`src/rtl/usb_link_state_if.sv`:
```
// Bus-state signal bundle between the PHY line decoder / function and the
// USB link-state controller.
interface usb_link_state_if;
  logic [1:0] line_state;
  logic       remote_wakeup;
  logic       usb_reset_o;
  logic       suspend_o;
  logic       resume_o;
  logic       drive_k_o;
  logic [2:0] state_o;

  modport master (
    output line_state,
    output remote_wakeup,
    input  usb_reset_o,
    input  suspend_o,
    input  resume_o,
    input  drive_k_o,
    input  state_o
  );

  modport slave (
    input  line_state,
    input  remote_wakeup,
    output usb_reset_o,
    output suspend_o,
    output resume_o,
    output drive_k_o,
    output state_o
  );
endinterface

```
`src/rtl/usb_link_state.sv`:
```
// Device-side USB bus-state controller: qualifies bus reset, suspend and resume
// from the decoded line state and sequences device-initiated remote wakeup.
module usb_link_state #(
  parameter int RESET_CYC     = 120,
  parameter int SUSPEND_CYC   = 144000,
  parameter int RWU_IDLE_CYC  = 240000,
  parameter int RWU_DRIVE_CYC = 96000,
  parameter int CW            = 18
) (
  input  logic          clk,
  input  logic          reset_i,
  usb_link_state_if.slave bus
);

  typedef enum logic [2:0] {
    ST_ACTIVE    = 3'd0,
    ST_BUS_RESET = 3'd1,
    ST_SUSPEND   = 3'd2,
    ST_RWU_DRIVE = 3'd3,
    ST_RESUME    = 3'd4
  } state_t;

  localparam logic [1:0]    LS_SE0 = 2'b00;
  localparam logic [1:0]    LS_J   = 2'b01;
  localparam logic [1:0]    LS_K   = 2'b10;
  localparam logic [CW-1:0] CNT_ZERO      = {CW{1'b0}};
  localparam logic [CW-1:0] CNT_ONE       = {{(CW-1){1'b0}}, 1'b1};
  localparam logic [CW-1:0] CNT_MAX       = {CW{1'b1}};
  localparam logic [CW-1:0] K_QUAL_CNT    = {{(CW-2){1'b0}}, 2'b10};
  localparam logic [CW-1:0] RESET_CNT     = CW'(RESET_CYC);
  localparam logic [CW-1:0] SUSPEND_CNT   = CW'(SUSPEND_CYC);
  localparam logic [CW-1:0] RWU_IDLE_CNT  = CW'(RWU_IDLE_CYC);
  localparam logic [CW-1:0] RWU_DRIVE_END = CW'(RWU_DRIVE_CYC - 1);

  state_t        state_r;
  state_t        state_nxt_s;
  logic [1:0]    line_prev_r;
  logic [CW-1:0] line_cnt_r;
  logic [CW-1:0] line_cnt_s;
  logic [CW-1:0] state_cnt_r;
  logic [CW-1:0] state_cnt_nxt_s;
  logic          eop_r;
  logic          eop_nxt_s;
  logic          usb_reset_r;
  logic          suspend_r;
  logic          resume_r;
  logic          drive_k_r;
  logic [2:0]    state_out_r;

  // Run length of the current line state, including this cycle (SE1 also restarts it).
  always_comb begin
    line_cnt_s = line_cnt_r;
    if (bus.line_state != line_prev_r) begin
      line_cnt_s = CNT_ONE;
    end else if (line_cnt_r == CNT_MAX) begin
      line_cnt_s = CNT_MAX;
    end else begin
      line_cnt_s = line_cnt_r + CNT_ONE;
    end
  end

  // Next-state decode; SE1 never matches a transition condition, so it holds state.
  always_comb begin
    state_nxt_s = state_r;
    case (state_r)
      ST_ACTIVE: begin
        if (bus.line_state == LS_SE0 && line_cnt_s == RESET_CNT) begin
          state_nxt_s = ST_BUS_RESET;
        end else if (bus.line_state == LS_J && line_cnt_s == SUSPEND_CNT) begin
          state_nxt_s = ST_SUSPEND;
        end else begin
          state_nxt_s = ST_ACTIVE;
        end
      end
      ST_BUS_RESET: begin
        if (bus.line_state == LS_J || bus.line_state == LS_K) begin
          state_nxt_s = ST_ACTIVE;
        end else begin
          state_nxt_s = ST_BUS_RESET;
        end
      end
      ST_SUSPEND: begin
        // Host reset, then host resume, then our own wakeup request.
        if (bus.line_state == LS_SE0 && line_cnt_s == RESET_CNT) begin
          state_nxt_s = ST_BUS_RESET;
        end else if (bus.line_state == LS_K && line_cnt_s == K_QUAL_CNT) begin
          state_nxt_s = ST_RESUME;
        end else if (bus.remote_wakeup && state_cnt_r >= RWU_IDLE_CNT) begin
          state_nxt_s = ST_RWU_DRIVE;
        end else begin
          state_nxt_s = ST_SUSPEND;
        end
      end
      ST_RWU_DRIVE: begin
        if (state_cnt_r == RWU_DRIVE_END) begin
          state_nxt_s = ST_RESUME;
        end else begin
          state_nxt_s = ST_RWU_DRIVE;
        end
      end
      ST_RESUME: begin
        if (bus.line_state == LS_SE0 && line_cnt_s == RESET_CNT) begin
          state_nxt_s = ST_BUS_RESET;
        end else if (bus.line_state == LS_J && eop_r) begin
          state_nxt_s = ST_ACTIVE;
        end else begin
          state_nxt_s = ST_RESUME;
        end
      end
      default: begin
        state_nxt_s = ST_ACTIVE;
      end
    endcase
  end

  // Dwell counter and end-of-resume SE0 tracking.
  always_comb begin
    state_cnt_nxt_s = state_cnt_r;
    eop_nxt_s       = 1'b0;
    if (state_nxt_s != state_r) begin
      state_cnt_nxt_s = CNT_ZERO;
    end else if (state_cnt_r == CNT_MAX) begin
      state_cnt_nxt_s = CNT_MAX;
    end else begin
      state_cnt_nxt_s = state_cnt_r + CNT_ONE;
    end
    if (state_r == ST_RESUME && state_nxt_s == ST_RESUME) begin
      eop_nxt_s = eop_r | (bus.line_state == LS_SE0);
    end else begin
      eop_nxt_s = 1'b0;
    end
  end

  // State, counters and outputs decoded from the next state.
  always_ff @(posedge clk or posedge reset_i) begin
    if (reset_i) begin
      state_r     <= ST_ACTIVE;
      line_prev_r <= LS_SE0;
      line_cnt_r  <= CNT_ZERO;
      state_cnt_r <= CNT_ZERO;
      eop_r       <= 1'b0;
      usb_reset_r <= 1'b0;
      suspend_r   <= 1'b0;
      resume_r    <= 1'b0;
      drive_k_r   <= 1'b0;
      state_out_r <= 3'd0;
    end else begin
      state_r     <= state_nxt_s;
      line_prev_r <= bus.line_state;
      line_cnt_r  <= line_cnt_s;
      state_cnt_r <= state_cnt_nxt_s;
      eop_r       <= eop_nxt_s;
      usb_reset_r <= (state_nxt_s == ST_BUS_RESET);
      suspend_r   <= (state_nxt_s == ST_SUSPEND);
      resume_r    <= (state_nxt_s == ST_RESUME) || (state_nxt_s == ST_RWU_DRIVE);
      drive_k_r   <= (state_nxt_s == ST_RWU_DRIVE);
      state_out_r <= state_nxt_s;
    end
  end

  assign bus.usb_reset_o = usb_reset_r;
  assign bus.suspend_o   = suspend_r;
  assign bus.resume_o    = resume_r;
  assign bus.drive_k_o   = drive_k_r;
  assign bus.state_o     = state_out_r;

endmodule

```
`src/flat_wrapper.sv`:
```
// flat-port wrapper written by rule: the top's interface ports become plain ports
module usb_link_state_flat 
#(
  parameter int RESET_CYC     = 120,
  parameter int SUSPEND_CYC   = 144000,
  parameter int RWU_IDLE_CYC  = 240000,
  parameter int RWU_DRIVE_CYC = 96000,
  parameter int CW            = 18
)
  (clk, reset_i, bus_line_state, bus_remote_wakeup, bus_usb_reset_o, bus_suspend_o, bus_resume_o, bus_drive_k_o, bus_state_o);
  usb_link_state_if bus_i ();
  input  logic clk;
  input  logic reset_i;
  input wire logic [$bits(bus_i.line_state)-1:0] bus_line_state;
  input wire logic [$bits(bus_i.remote_wakeup)-1:0] bus_remote_wakeup;
  output wire logic [$bits(bus_i.usb_reset_o)-1:0] bus_usb_reset_o;
  output wire logic [$bits(bus_i.suspend_o)-1:0] bus_suspend_o;
  output wire logic [$bits(bus_i.resume_o)-1:0] bus_resume_o;
  output wire logic [$bits(bus_i.drive_k_o)-1:0] bus_drive_k_o;
  output wire logic [$bits(bus_i.state_o)-1:0] bus_state_o;
  assign bus_i.line_state = bus_line_state;
  assign bus_i.remote_wakeup = bus_remote_wakeup;
  assign bus_usb_reset_o = bus_i.usb_reset_o;
  assign bus_suspend_o = bus_i.suspend_o;
  assign bus_resume_o = bus_i.resume_o;
  assign bus_drive_k_o = bus_i.drive_k_o;
  assign bus_state_o = bus_i.state_o;
  usb_link_state #(.RESET_CYC(RESET_CYC), .SUSPEND_CYC(SUSPEND_CYC), .RWU_IDLE_CYC(RWU_IDLE_CYC), .RWU_DRIVE_CYC(RWU_DRIVE_CYC), .CW(CW)) u_core (.clk(clk), .reset_i(reset_i), .bus(bus_i));
endmodule
```
`config.mk`:
```
export PLATFORM = sky130hd
export DESIGN_NAME = usb_link_state_flat
export DESIGN_NICKNAME = d
export VERILOG_FILES = /design/src/rtl/usb_link_state_if.sv /design/src/rtl/usb_link_state.sv /design/src/flat_wrapper.sv
export SDC_FILE = /design/constraint.sdc
export NUM_CORES = 1
export LEC_CHECK = 0
export ABC_CLOCK_PERIOD_IN_PS = 4140
export BUFFER_PORTS_ARGS = -buffer_cell sky130_fd_sc_hd__buf_2
export CORE_ASPECT_RATIO = 0.8
export CORE_MARGIN = 2
export CORE_UTILIZATION = 55
export CTS_CLUSTER_SIZE = 24
export DETAILED_ROUTE_END_ITERATION = 16
export GPL_ROUTABILITY_DRIVEN = 0
export PLACE_DENSITY = 0.76
export SETUP_SLACK_MARGIN = 0.02
export SLEW_MARGIN = 30
export SYNTH_ARGS = -nofsm -noshare
export SYNTH_HDL_FRONTEND = slang
export SYNTH_SLANG_ARGS = --single-unit
```
`constraint.sdc`:
```
create_clock -name clk -period 4.14 [get_ports clk]
set_input_delay 0.414 -clock clk [delete_from_list [all_inputs] [get_ports clk]]
set_output_delay 0.414 -clock clk [all_outputs]
set_load 0.05 [all_outputs]
```
Word-level counts from Yosys, hierarchy flattened
Index checks and enable logic that the tools add are counted.
- bitwise logic cells: 1
- eq/ne operators: 18
- add/sub/neg operators: 2
- reductions and logical operators: 10
- multiplexer cells: 15
- magnitude comparators: 1
- operators by type and width (operator ; number):
    18-bit two-way mux ; 4
    18-bit equality test, second input constant ; 3
    18-bit by 1-bit adder with 18-bit output, second input constant ; 2
    18-bit by 17-bit equality test with 1-bit output, second input constant ; 1
    18-bit by 2-bit equality test with 1-bit output, second input constant ; 1
    18-bit by 7-bit equality test with 1-bit output, second input constant ; 1
    18-bit >= comparator, second input constant ; 1
    3-bit two-way mux ; 6
    3-bit case mux with 5 select lines ; 1
    3-bit by 2-bit equality test with 1-bit output, second input constant ; 4
    3-bit by 1-bit equality test with 1-bit output, second input constant ; 2
    3-bit equality test, second input constant ; 2
    1-bit logical AND ; 6
    3-bit logical NOT ; 1
    1-bit two-way mux ; 3
    3-bit != test ; 1
    2-bit by 1-bit equality test with 1-bit output, second input constant ; 1
    2-bit equality test, second input constant ; 1
    2-bit logical NOT ; 1
    1-bit logical OR ; 2
    2-bit two-way mux ; 1
    2-bit != test ; 1
    1-bit OR ; 1
- logic and storage cells: 56
- output and inout bits: 7
- input bits: 5
- register bits after elaboration: 46

Depth between registers and ports, before layout
Gate-level depths: netlist of run 1.
- depth after elaboration: 11
- depth in mapped cells: 11
- mapped depth without buffers: 10

Least setup slack after synthesis of run 1
Ideal clock, no wire load.
- kind: register to register
- from: register u_core.line_cnt_r[0]
- to: register u_core.state_cnt_r[10]
- library setup time: 0.121 ns
- data arrival time: 2.925 ns
- path buffers: 1
- setup slack: 1.094 ns
- cell stages (with the launch flop): 12
- cells stage by stage: dfrtp_1 -> ha_1 -> nand3_2 -> nor4_1 -> xnor2_1 -> and4b_1 -> nand3_1 -> nor4_1 -> a211oi_1 -> o21ai_2 -> buf_4 -> nor3_2
- cells in the longest elaborated chain, start to end: 10
- ends and longest elaborated chain (what ; RTL line ; text):
    start: declaration ; usb_link_state.sv:38 ; logic [CW-1:0] line_cnt_r;
    start signal: assignment ; usb_link_state.sv:150 ; line_cnt_r <= line_cnt_s;
    18-bit by 1-bit adder with 18-bit output or 18-bit equality test (tied branches) ; usb_link_state.sv:58, usb_link_state.sv:55 ;
    18-bit two-way mux * ; usb_link_state.sv:55 ; end else if (line_cnt_r == CNT_MAX) begin
    18-bit two-way mux * ; usb_link_state.sv:53 ; if (bus.line_state != line_prev_r) begin
    18-bit by 2-bit equality test with 1-bit output or 18-bit equality test (tied branches) ; usb_link_state.sv:86, usb_link_state.sv:69 ;
    1-bit logical AND (on tied branches) ; usb_link_state.sv:86, usb_link_state.sv:69 ;
    3-bit two-way mux or 2-bit two-way mux (tied branches) ; usb_link_state.sv:86, usb_link_state.sv:69 ;
    3-bit two-way mux (on tied branches) ; usb_link_state.sv:84, usb_link_state.sv:67 ;
    3-bit case mux with 5 select lines * ; usb_link_state.sv:65 ; case (state_r)
    3-bit != test * ; usb_link_state.sv:120 ; if (state_nxt_s != state_r) begin
    18-bit two-way mux * ; usb_link_state.sv:120 ;
    net u_core.state_cnt_nxt_s[10] ; usb_link_state.sv:41 ; logic [CW-1:0] state_cnt_nxt_s;
    end signal: assignment ; usb_link_state.sv:151 ; state_cnt_r <= state_cnt_nxt_s;
    end: declaration ; usb_link_state.sv:40 ; logic [CW-1:0] state_cnt_r;
The timed path passes the listed nets; every way through them passes the cells marked *.

Worst setup path after layout of run 1
- from: register u_core.line_cnt_r[0]
- to: register u_core.state_cnt_r[3]
The elaborated chain is that of the path after synthesis.

==> flow_metrics.py, run 1 <==
metrics = {
    "power_and_ir_drop": {
        "internal-power_w": 0.0006437,
        "p_seq_frac": 0.548,
        "ir_drop_uv": 229.1,
        "p_sw_frac": 0.2319,
        "cellLeakagePower_nw": 1.396,
        "power_frac_comb": 0.054,
        "clock_power_share": 0.398,
        "p_per_area_mw_per_mm2": 269.5,
        "p_switching_w": 0.0001944,
        "power_w": 0.0008381,
    },
    "synth": {
        "synth.avg_cell_area_um2": 8.899,
        "yosys-top-cells-area": "dfrtp_1 39%, nor2_1 5.9%, xnor2_1 4.8%",
        "synth.net_count": 341,
        "synth.largest_area_cell": "dfrtp_1",
        "synth_top_area_share": 0.3920,
        "synth.yosys.seq_area_share": 0.3920,
        "synth-main-ff-cell": "dfrtp_1",
        "synth-seq-cells": 46,
        "synthArstFlopShare": 1.000,
        "synth_cell_types": 50,
        "yosys_warnings": 0,
        "syn_area_mm2": 0.002937,
        "synthCells": 330,
        "synth-edff-count": 0,
    },
    "clocking": {
        "cts_setup_buffers": 0,
        "ctsHoldBuffers": 0,
        "clk_pin_slew_ns": 0.09,
        "root_buffer": "clkbuf_8",
        "numClockSinks": 46,
        "clkLatencyLatePin_ns": 0.30,
        "numCtsBuffers": 5,
        "cts_buffer_depth": 2,
        "tritoncts": "done",
        "htreeDepth": 2,
        "cts_resized": 0,
    },
    "sta": {
        "rsz0062_at_grt": "false",
        "slew_viol_final": 0,
        "final.period_utilization": 0.8813,
        "setup_viol": 0,
        "period_needed_ns": 3.648,
        "layout_setup_ws_ns": 0.4916,
        "relSlewSlack": 0.5116,
        "fmax_ghz": 0.2741,
        "hold_ws_ns": 0.1777,
        "clock_skew_ns": 0.01062,
        "worst_pin_slew_ns": 0.7260,
        "tns_ns": 0,
        "hold_violations": 0,
    },
    "finish": {
        "finalNetCount": 347,
        "drive_gt1_frac": 0.1335,
        "layout_common_cells": "46 x nor2_1, 46 x dfrtp_1, 26 x nand2_1",
        "insertedDiodeCount": 0,
        "fill_cells": 424,
        "syn_to_final_growth_pct": 5.922,
    },
    "worst_setup_path": {
        "crit_fanout": 18,
        "required_ns": 4.30,
        "crit_chain": "ha_1 -> nand3_2 -> nor4_1 -> xnor2_1 -> and4b_1 -> nand3_1 -> nor4_1 -> a211oi_1 -> o21ai_2 -> buf_4 -> nor3_1",
        "critPathMostFrequentCell": "nor4_1",
        "r2r_cells": 11,
        "r2r_start": "u_core.line_cnt_r[0]$_DFF_PP0_",
        "regToRegSetupSlack_ns": 0.49,
        "regToRegEndpoint": "u_core.state_cnt_r[3]$_DFF_PP0_",
        "critPathCaptureType": "flop",
        "cp-start-kind": "flop",
        "worstSetupPathType": "flop to flop",
        "cp.arrival_ns": 3.81,
        "crit_slowest_cell": "nor4_1",
        "critPathMaxStageDelay_ns": 0.65,
    },
    "floorplanning": {
        "die_w_um": 85.70,
        "num_rows": 23,
        "start_util": 0.5798,
        "core_mm2": 0.005065,
        "dieArea_mm2": 0.005943,
        "fp.dieH_um": 69.36,
        "ios": 12,
    },
    "routing": {
        "viasPerCell": 6.068,
        "first_pass_iters": 5,
        "drc": 0,
        "antenna_left": 0,
        "vias": 2421,
        "first_iter_violations": 251,
        "finalWirelength_um": 6239,
        "wl_per_cell_um": 15.64,
    },
    "grt": {
        "grt-busiest-layer": "met1",
        "grt_pass1_wl_um": 10810,
        "grtUsageMet2": 0.3134,
        "grt_pass1_vias": 2232,
        "track_usage": 0.2237,
        "antenna_found_initial": 0,
        "overflow": 0,
        "grt_max_degree": 47,
        "grt_use_met1": 0.3596,
        "met3_usage": 0.03810,
    },
    "worst_hold_path": {
        "hp-class": "input port to async pin",
    },
    "status": {
        "outcome": "completed",
    },
    "placed_design": {
        "io_buffer_count": 11,
        "hpwl_um": 4413,
        "dp_slack_ns": 0.5955,
    },
    "flow_run": {
        "cap_viol_max_count": 0,
    },
}
## per-layer routing
metal / part of all wire / up-vias
li1: - / 1175
met1: 0.50 / 1146
met2: 0.43 / 93
met3: 0.066 / 7
met4: 0.0091 / 0
met5: 0 / -
## area by class of cell
type                    count  area (um^2)  area share
repair buffers             12        62.56     0.02011
multi-input cells         258         1659      0.5334
clock buffers               5        68.82     0.02212
clock inverters             3        40.04     0.01287
flip-flops and latches     46         1151      0.3701
well taps                  62        77.57     0.02494
inverters                  13        51.30     0.01649
## Yosys cell counts, types with 6 or more instances
cell	instances
a21oi_1	16
and3_1	13
dfrtp_1	46
ha_1	6
inv_1	13
nand2_1	26
nand3_1	13
nand4_1	11
nor2_1	46
nor3_1	15
nor3_2	12
nor4_1	8
o21ai_0	7
xnor2_1	16
xor2_1	11
## logic make-up (layout without fill, tap and decap cells)
group	Yosys count	count (layout)	synth area share
flops	46	46	0.3920
fa+ha+maj	6	6	0.02556
simple gates	176	176	0.3383
xor+xnor	27	27	0.08053
mux	4	4	0.01363
buf+inv	26	33	0.04303
compound gates	45	45	0.1069
## sequential cells by signal, indices dropped and copies added (netlist names)
name                    flops
u_core.line_cnt_r          18
u_core.bus.suspend_o        1
u_core.bus.drive_k_o        1
u_core.eop_r                1
u_core.bus.usb_reset_o      1
u_core.state_r              3
u_core.bus.resume_o         1
u_core.state_cnt_r         18
u_core.line_prev_r          2
## through the flow
stage	area, um^2	std cells	utilization
final	3110	399	0.6141
after floorplan	2937	330	-
after global placement	2999	391	0.5921
after detailed placement	3002	391	0.5926
after global routing	3110	399	0.6141
after CTS	3110	399	0.6141
## power by group through the flow
stage | clock network [W] | registers (W) | logic (W)
CTS | 0.000342 | 0.000459 | 0.0000454
global placement | 0 | 0.000468 | 0.0000453
detailed placement | 0 | 0.000468 | 0.0000449
finish | 0.000333 | 0.000459 | 0.0000453
global route | 0.000359 | 0.000460 | 0.0000520
floorplan | 0 | 0.000466 | 0.0000342
## how the worst max path moves through the flow
stage	endpoint	start	slack [ns]	cells after the start
after floorplan	u_core.state_cnt_r[10]$_DFF_PP0_	u_core.line_cnt_r[0]$_DFF_PP0_	1.09	11
final	u_core.state_cnt_r[3]$_DFF_PP0_	u_core.line_cnt_r[0]$_DFF_PP0_	0.49	11
after CTS	u_core.state_cnt_r[3]$_DFF_PP0_	u_core.line_cnt_r[0]$_DFF_PP0_	0.54	11
after global placement	u_core.state_cnt_r[0]$_DFF_PP0_	u_core.line_cnt_r[0]$_DFF_PP0_	0.57	11
after detailed placement	u_core.state_cnt_r[3]$_DFF_PP0_	u_core.line_cnt_r[0]$_DFF_PP0_	0.60	11
after global routing	u_core.state_cnt_r[5]$_DFF_PP0_	u_core.line_cnt_r[0]$_DFF_PP0_	0.15	11
## critical path, delay by kind of cell, from the launching register on
family,cells,cell delay [ns]
AO/OA/AOI/OAI,2,0.33
XOR/XNOR,1,0.20
adder cells (fa/ha/maj),1,0.32
buffers and inverters,1,0.28
flip-flops,1,0.47
AND/OR/NAND/NOR,6,1.88
Power figures use the tool's default switching activity.
==> run 2: changes to the inputs <==
--- a/config.mk
+++ b/config.mk
@@ -7,7 +7,7 @@
 export LEC_CHECK = 0
 export ABC_CLOCK_PERIOD_IN_PS = 4140
 export BUFFER_PORTS_ARGS = -buffer_cell sky130_fd_sc_hd__buf_2
-export CORE_ASPECT_RATIO = 0.8
+export CORE_ASPECT_RATIO = 1.4
 export CORE_MARGIN = 2
 export CORE_UTILIZATION = 55
 export CTS_CLUSTER_SIZE = 24
@@ -19,3 +19,4 @@
 export SYNTH_ARGS = -nofsm -noshare
 export SYNTH_HDL_FRONTEND = slang
 export SYNTH_SLANG_ARGS = --single-unit
+export TNS_END_PERCENT = 30
==> constraint.sdc (replaced) <==
create_clock -name clk -period 4.14 [get_ports clk]
set_input_delay 0.414 -clock clk [delete_from_list [all_inputs] [get_ports clk]]
set_output_delay 0.414 -clock clk [all_outputs]
set_load 0.02 [all_outputs]
==> flow_metrics.py, run 2 (synthesis gave the netlist of run 1 again) <==
metrics = {
    "status": {
        "outcome": "completed",
    },
    "power_and_ir_drop": {
        "ir_drop_uv": 203.6,
        "cellLeakagePower_nw": 1.386,
        "p_per_area_mw_per_mm2": 255.2,
    },
    "clocking": {
        "cts_setup_buffers": 0,
        "numClockSinks": 46,
        "cts_buffer_depth": 2,
        "clkLatencyLatePin_ns": 0.30,
        "cts_resized": 0,
        "numCtsBuffers": 5,
        "htreeDepth": 2,
        "tritoncts": "done",
        "root_buffer": "clkbuf_8",
        "clk_pin_slew_ns": 0.09,
        "ctsHoldBuffers": 0,
    },
    "routing": {
        "vias": 2402,
        "finalWirelength_um": 6265,
        "drc": 0,
        "first_iter_violations": 155,
        "viasPerCell": 5.960,
        "wl_per_cell_um": 15.55,
        "antenna_left": 0,
        "first_pass_iters": 4,
    },
    "placed_design": {
        "io_buffer_count": 11,
        "hpwl_um": 4462,
        "dp_slack_ns": 0.6454,
    },
    "worst_setup_path": {
        "cp.arrival_ns": 3.79,
        "crit_fanout": 18,
        "worstSetupPathType": "flop to flop",
        "critPathCaptureType": "flop",
        "required_ns": 4.30,
        "cp-start-kind": "flop",
    },
    "floorplanning": {
        "dieArea_mm2": 0.005948,
        "start_util": 0.5692,
        "fp.dieH_um": 90.46,
        "num_rows": 31,
        "core_mm2": 0.005159,
        "ios": 12,
        "die_w_um": 65.76,
    },
    "finish": {
        "reg_top3": "u_core.line_cnt_r (18), u_core.state_cnt_r (18), u_core.state_r (3)",
        "drive_gt1_frac": 0.1306,
        "fin_util": 0.6003,
        "layout_common_cells": "46 x nor2_1, 46 x dfrtp_1, 26 x nand2_1",
        "syn_to_final_growth_pct": 5.454,
        "finalNetCount": 347,
        "fill_cells": 469,
        "insertedDiodeCount": 0,
    },
    "sta": {
        "worst_pin_slew_ns": 0.7679,
        "tns_ns": 0,
        "period_needed_ns": 3.629,
        "hold_ws_ns": 0.2150,
        "relSlewSlack": 0.4875,
        "hold_violations": 0,
        "slew_viol_final": 0,
        "setup_viol": 0,
        "rsz0062_at_grt": "false",
        "fmax_ghz": 0.2756,
        "layout_setup_ws_ns": 0.5112,
        "clock_skew_ns": 0.008800,
        "final.period_utilization": 0.8765,
    },
    "flow_run": {
        "cap_viol_max_count": 0,
    },
    "grt": {
        "overflow": 0,
        "grt_pass1_wl_um": 11140,
        "grt_pass1_vias": 2410,
        "antenna_found_initial": 0,
        "grt_max_degree": 47,
        "track_usage": 0.2355,
    },
    "worst_hold_path": {
        "hp-class": "input port to async pin",
    },
}
==> run 2: changes by cell type in the layout (fill, tap and decap cells not counted) <==
cell	delta
inv_4	-1
clkbuf_8	+1
bufinv_16	-1
clkbuf_1	+1
==> run 2: final timing paths <==
| check | startpoint | depth (start not counted) | slack (ns) | to |
|---|---|---|---|---|
| max in group asynchronous | reset_i | 2 | 3.46 | u_core.state_r[2]$_DFF_PP0_ |
| hold reg to reg | u_core.eop_r$_DFF_PP0_ | 2 | 0.59 | u_core.eop_r$_DFF_PP0_ |
| min in group clk | bus_line_state[0] | 1 | 0.28 | u_core.line_prev_r[0]$_DFF_PP0_ |
| setup / recovery | u_core.line_cnt_r[0]$_DFF_PP0_ | 11 | 0.51 | u_core.state_cnt_r[5]$_DFF_PP0_ |
| setup reg to reg | u_core.line_cnt_r[0]$_DFF_PP0_ | 11 | 0.51 | u_core.state_cnt_r[5]$_DFF_PP0_ |
| hold / removal | reset_i | 2 | 0.21 | u_core.line_cnt_r[9]$_DFF_PP0_ |
==> run 2: cell type report <==
class                           instances  area (um^2)  share of cell area
Multi-Input combinational cell        258         1659              0.5358
Sequential cell                        46         1151              0.3717
Clock buffer                            7        86.33             0.02788
Tap cell                               66        82.58             0.02667
Timing Repair Buffer                   12        62.56             0.02020
Inverter                               13        50.05             0.01616
Clock inverter                          1        5.005            0.001616
==> run 2: through the flow <==
stage	instance area, um^2	power (W)	cells
after floorplan	2937	0.0005000	330
after global placement	3004	0.0005127	395
after detailed placement	3004	0.0005136	395
after CTS	3095	0.0007955	403
after global routing	3097	0.0008202	403
final	3097	0.0007901	403
==> run 2: worst max-delay path: stages (launching register included) <==
cell and delay [ns]:
dfrtp_1 0.48, ha_1 0.30, nand3_2 0.19, nor4_1 0.57
xnor2_1 0.21, and4b_1 0.26, nand3_1 0.19, nor4_1 0.58
a211oi_1 0.19, o21ai_2 0.15, buf_4 0.27, nor3_1 0.09
==> run 2: layer usage <==
layer,track usage,vias to the layer above,share of wire
li1,-,1173,-
met1,0.2865,1158,0.41
met2,0.3956,52,0.52
met3,0.04115,19,0.039
met4,0.1094,0,0.032
met5,0,-,0
==> run 2: where the power goes <==
part           internal, W  switching (W)
Clock             0.000135       0.000151
Combinational    0.0000128      0.0000322
Sequential        0.000453     0.00000642
==> run 3: changes to the inputs <==
--- a/config.mk
+++ b/config.mk
@@ -10,6 +10,7 @@
 export CORE_ASPECT_RATIO = 1.4
 export CORE_MARGIN = 2
 export CORE_UTILIZATION = 55
+export CTS_BUF_LIST = sky130_fd_sc_hd__clkbuf_8 sky130_fd_sc_hd__clkbuf_16
 export CTS_CLUSTER_SIZE = 24
 export DETAILED_ROUTE_END_ITERATION = 16
 export GPL_ROUTABILITY_DRIVEN = 0
==> flow_metrics.py, run 3 (synthesis gave the netlist of run 1 again) <==
metrics = {
    "routing": {
        "finalWirelength_um": 6228,
        "first_pass_iters": 4,
        "viasPerCell": 5.963,
        "drc": 0,
        "vias": 2403,
        "first_iter_violations": 158,
        "wl_per_cell_um": 15.45,
        "antenna_left": 0,
    },
    "sta": {
        "setup_viol": 0,
        "hold_ws_ns": 0.2165,
        "rsz0062_at_grt": "false",
        "relSlewSlack": 0.4885,
        "fmax_ghz": 0.2784,
        "tns_ns": 0,
        "worst_pin_slew_ns": 0.7663,
        "slew_viol_final": 0,
        "hold_violations": 0,
        "period_needed_ns": 3.592,
        "clock_skew_ns": 0.008005,
        "final.period_utilization": 0.8676,
    },
    "worst_setup_path": {
        "critPathCaptureType": "flop",
        "crit_fanout": 18,
        "worstSetupPathType": "flop to flop",
        "cp-start-kind": "flop",
        "cp.arrival_ns": 3.75,
        "required_ns": 4.30,
    },
    "floorplanning": {
        "ios": 12,
        "num_rows": 31,
        "core_mm2": 0.005159,
        "start_util": 0.5692,
        "die_w_um": 65.76,
        "fp.dieH_um": 90.46,
        "dieArea_mm2": 0.005948,
    },
    "clocking": {
        "clkLatencyLatePin_ns": 0.30,
        "root_buffer": "clkbuf_8",
        "clk_pin_slew_ns": 0.09,
        "htreeDepth": 2,
        "numClockSinks": 46,
        "numCtsBuffers": 5,
        "cts_buffer_depth": 2,
        "cts_resized": 0,
        "cts_setup_buffers": 0,
        "tritoncts": "done",
        "ctsHoldBuffers": 0,
    },
    "power_and_ir_drop": {
        "cellLeakagePower_nw": 1.390,
        "ir_drop_uv": 203.6,
        "p_per_area_mw_per_mm2": 253.7,
    },
    "finish": {
        "insertedDiodeCount": 0,
        "reg_top3": "u_core.line_cnt_r (18), u_core.state_cnt_r (18), u_core.state_r (3)",
        "fill_cells": 469,
        "layout_common_cells": "46 x nor2_1, 46 x dfrtp_1, 26 x nand2_1",
        "syn_to_final_growth_pct": 5.454,
        "regArea_mm2": 0.001151,
        "drive_gt1_frac": 0.1306,
        "finalNetCount": 347,
        "multiInputGateArea_mm2": 0.001659,
    },
    "grt": {
        "overflow": 0,
        "grt_pass1_vias": 2410,
        "track_usage": 0.2355,
        "grt_pass1_wl_um": 11140,
        "grt_max_degree": 47,
        "antenna_found_initial": 0,
    },
    "placed_design": {
        "hpwl_um": 4462,
        "io_buffer_count": 11,
    },
    "flow_run": {
        "cap_viol_max_count": 0,
    },
    "status": {
        "outcome": "completed",
    },
    "worst_hold_path": {
        "hp-class": "input port to async pin",
    },
}
-- run 3: final cells by class --
class                   count  share of cell area
flip-flops and latches     46              0.3717
clock inverters             2            0.002828
inverters                  13             0.01616
well taps                  66             0.02667
clock buffers               6             0.02667
repair buffers             12             0.02020
multi-input cells         258              0.5358
-- run 3: report_power, final --
group          internal, W  switching (W)
clock             0.000132       0.000149
sequential        0.000453     0.00000638
combinational    0.0000128      0.0000323
-- run 3: path summary, 6_finish.rpt --
kind                                                start                              end  slack [ns]  cells after the start
setup / recovery           u_core.line_cnt_r[0]$_DFF_PP0_  u_core.state_cnt_r[5]$_DFF_PP0_        0.55                     11
hold / removal                                    reset_i   u_core.line_cnt_r[9]$_DFF_PP0_        0.22                      2
setup reg to reg           u_core.line_cnt_r[0]$_DFF_PP0_  u_core.state_cnt_r[5]$_DFF_PP0_        0.55                     11
hold reg to reg                    u_core.eop_r$_DFF_PP0_           u_core.eop_r$_DFF_PP0_        0.59                      2
max in group asynchronous                         reset_i      u_core.state_r[2]$_DFF_PP0_        3.45                      2
min in group clk                        bus_line_state[0]  u_core.line_prev_r[0]$_DFF_PP0_        0.28                      1
-- run 3: layer usage --
metal  share of wire  up-vias  track usage
li1                -     1173            -
met1            0.41     1170       0.2865
met2            0.53       40       0.3956
met3           0.026       20      0.04115
met4           0.032        0       0.1094
met5               0        -            0
-- run 3: worst max-delay path, stage by stage (launching register included) --
cell	delay, ns
dfrtp_1	0.47
ha_1	0.30
nand3_2	0.19
nor4_1	0.55
xnor2_1	0.21
and4b_1	0.26
nand3_1	0.19
nor4_1	0.57
a211oi_1	0.19
o21ai_2	0.15
buf_4	0.27
nor3_1	0.09
-- run 3: metrics by stage --
stage	setup slack, ns	cells	utilization	area, um^2	total power, W
6_report	0.5481	403	0.6003	3097	0.0007857
5_1_grt	0.2682	403	0.6003	3097	0.0008180
4_1_cts	0.6089	403	0.6000	3095	0.0007932
3_5_place_dp	0.6454	395	0.5823	3004	0.0005136
3_3_place_gp	0.7381	395	0.5823	3004	0.0005127
2_1_floorplan	1.094	330	-	2937	0.0005000
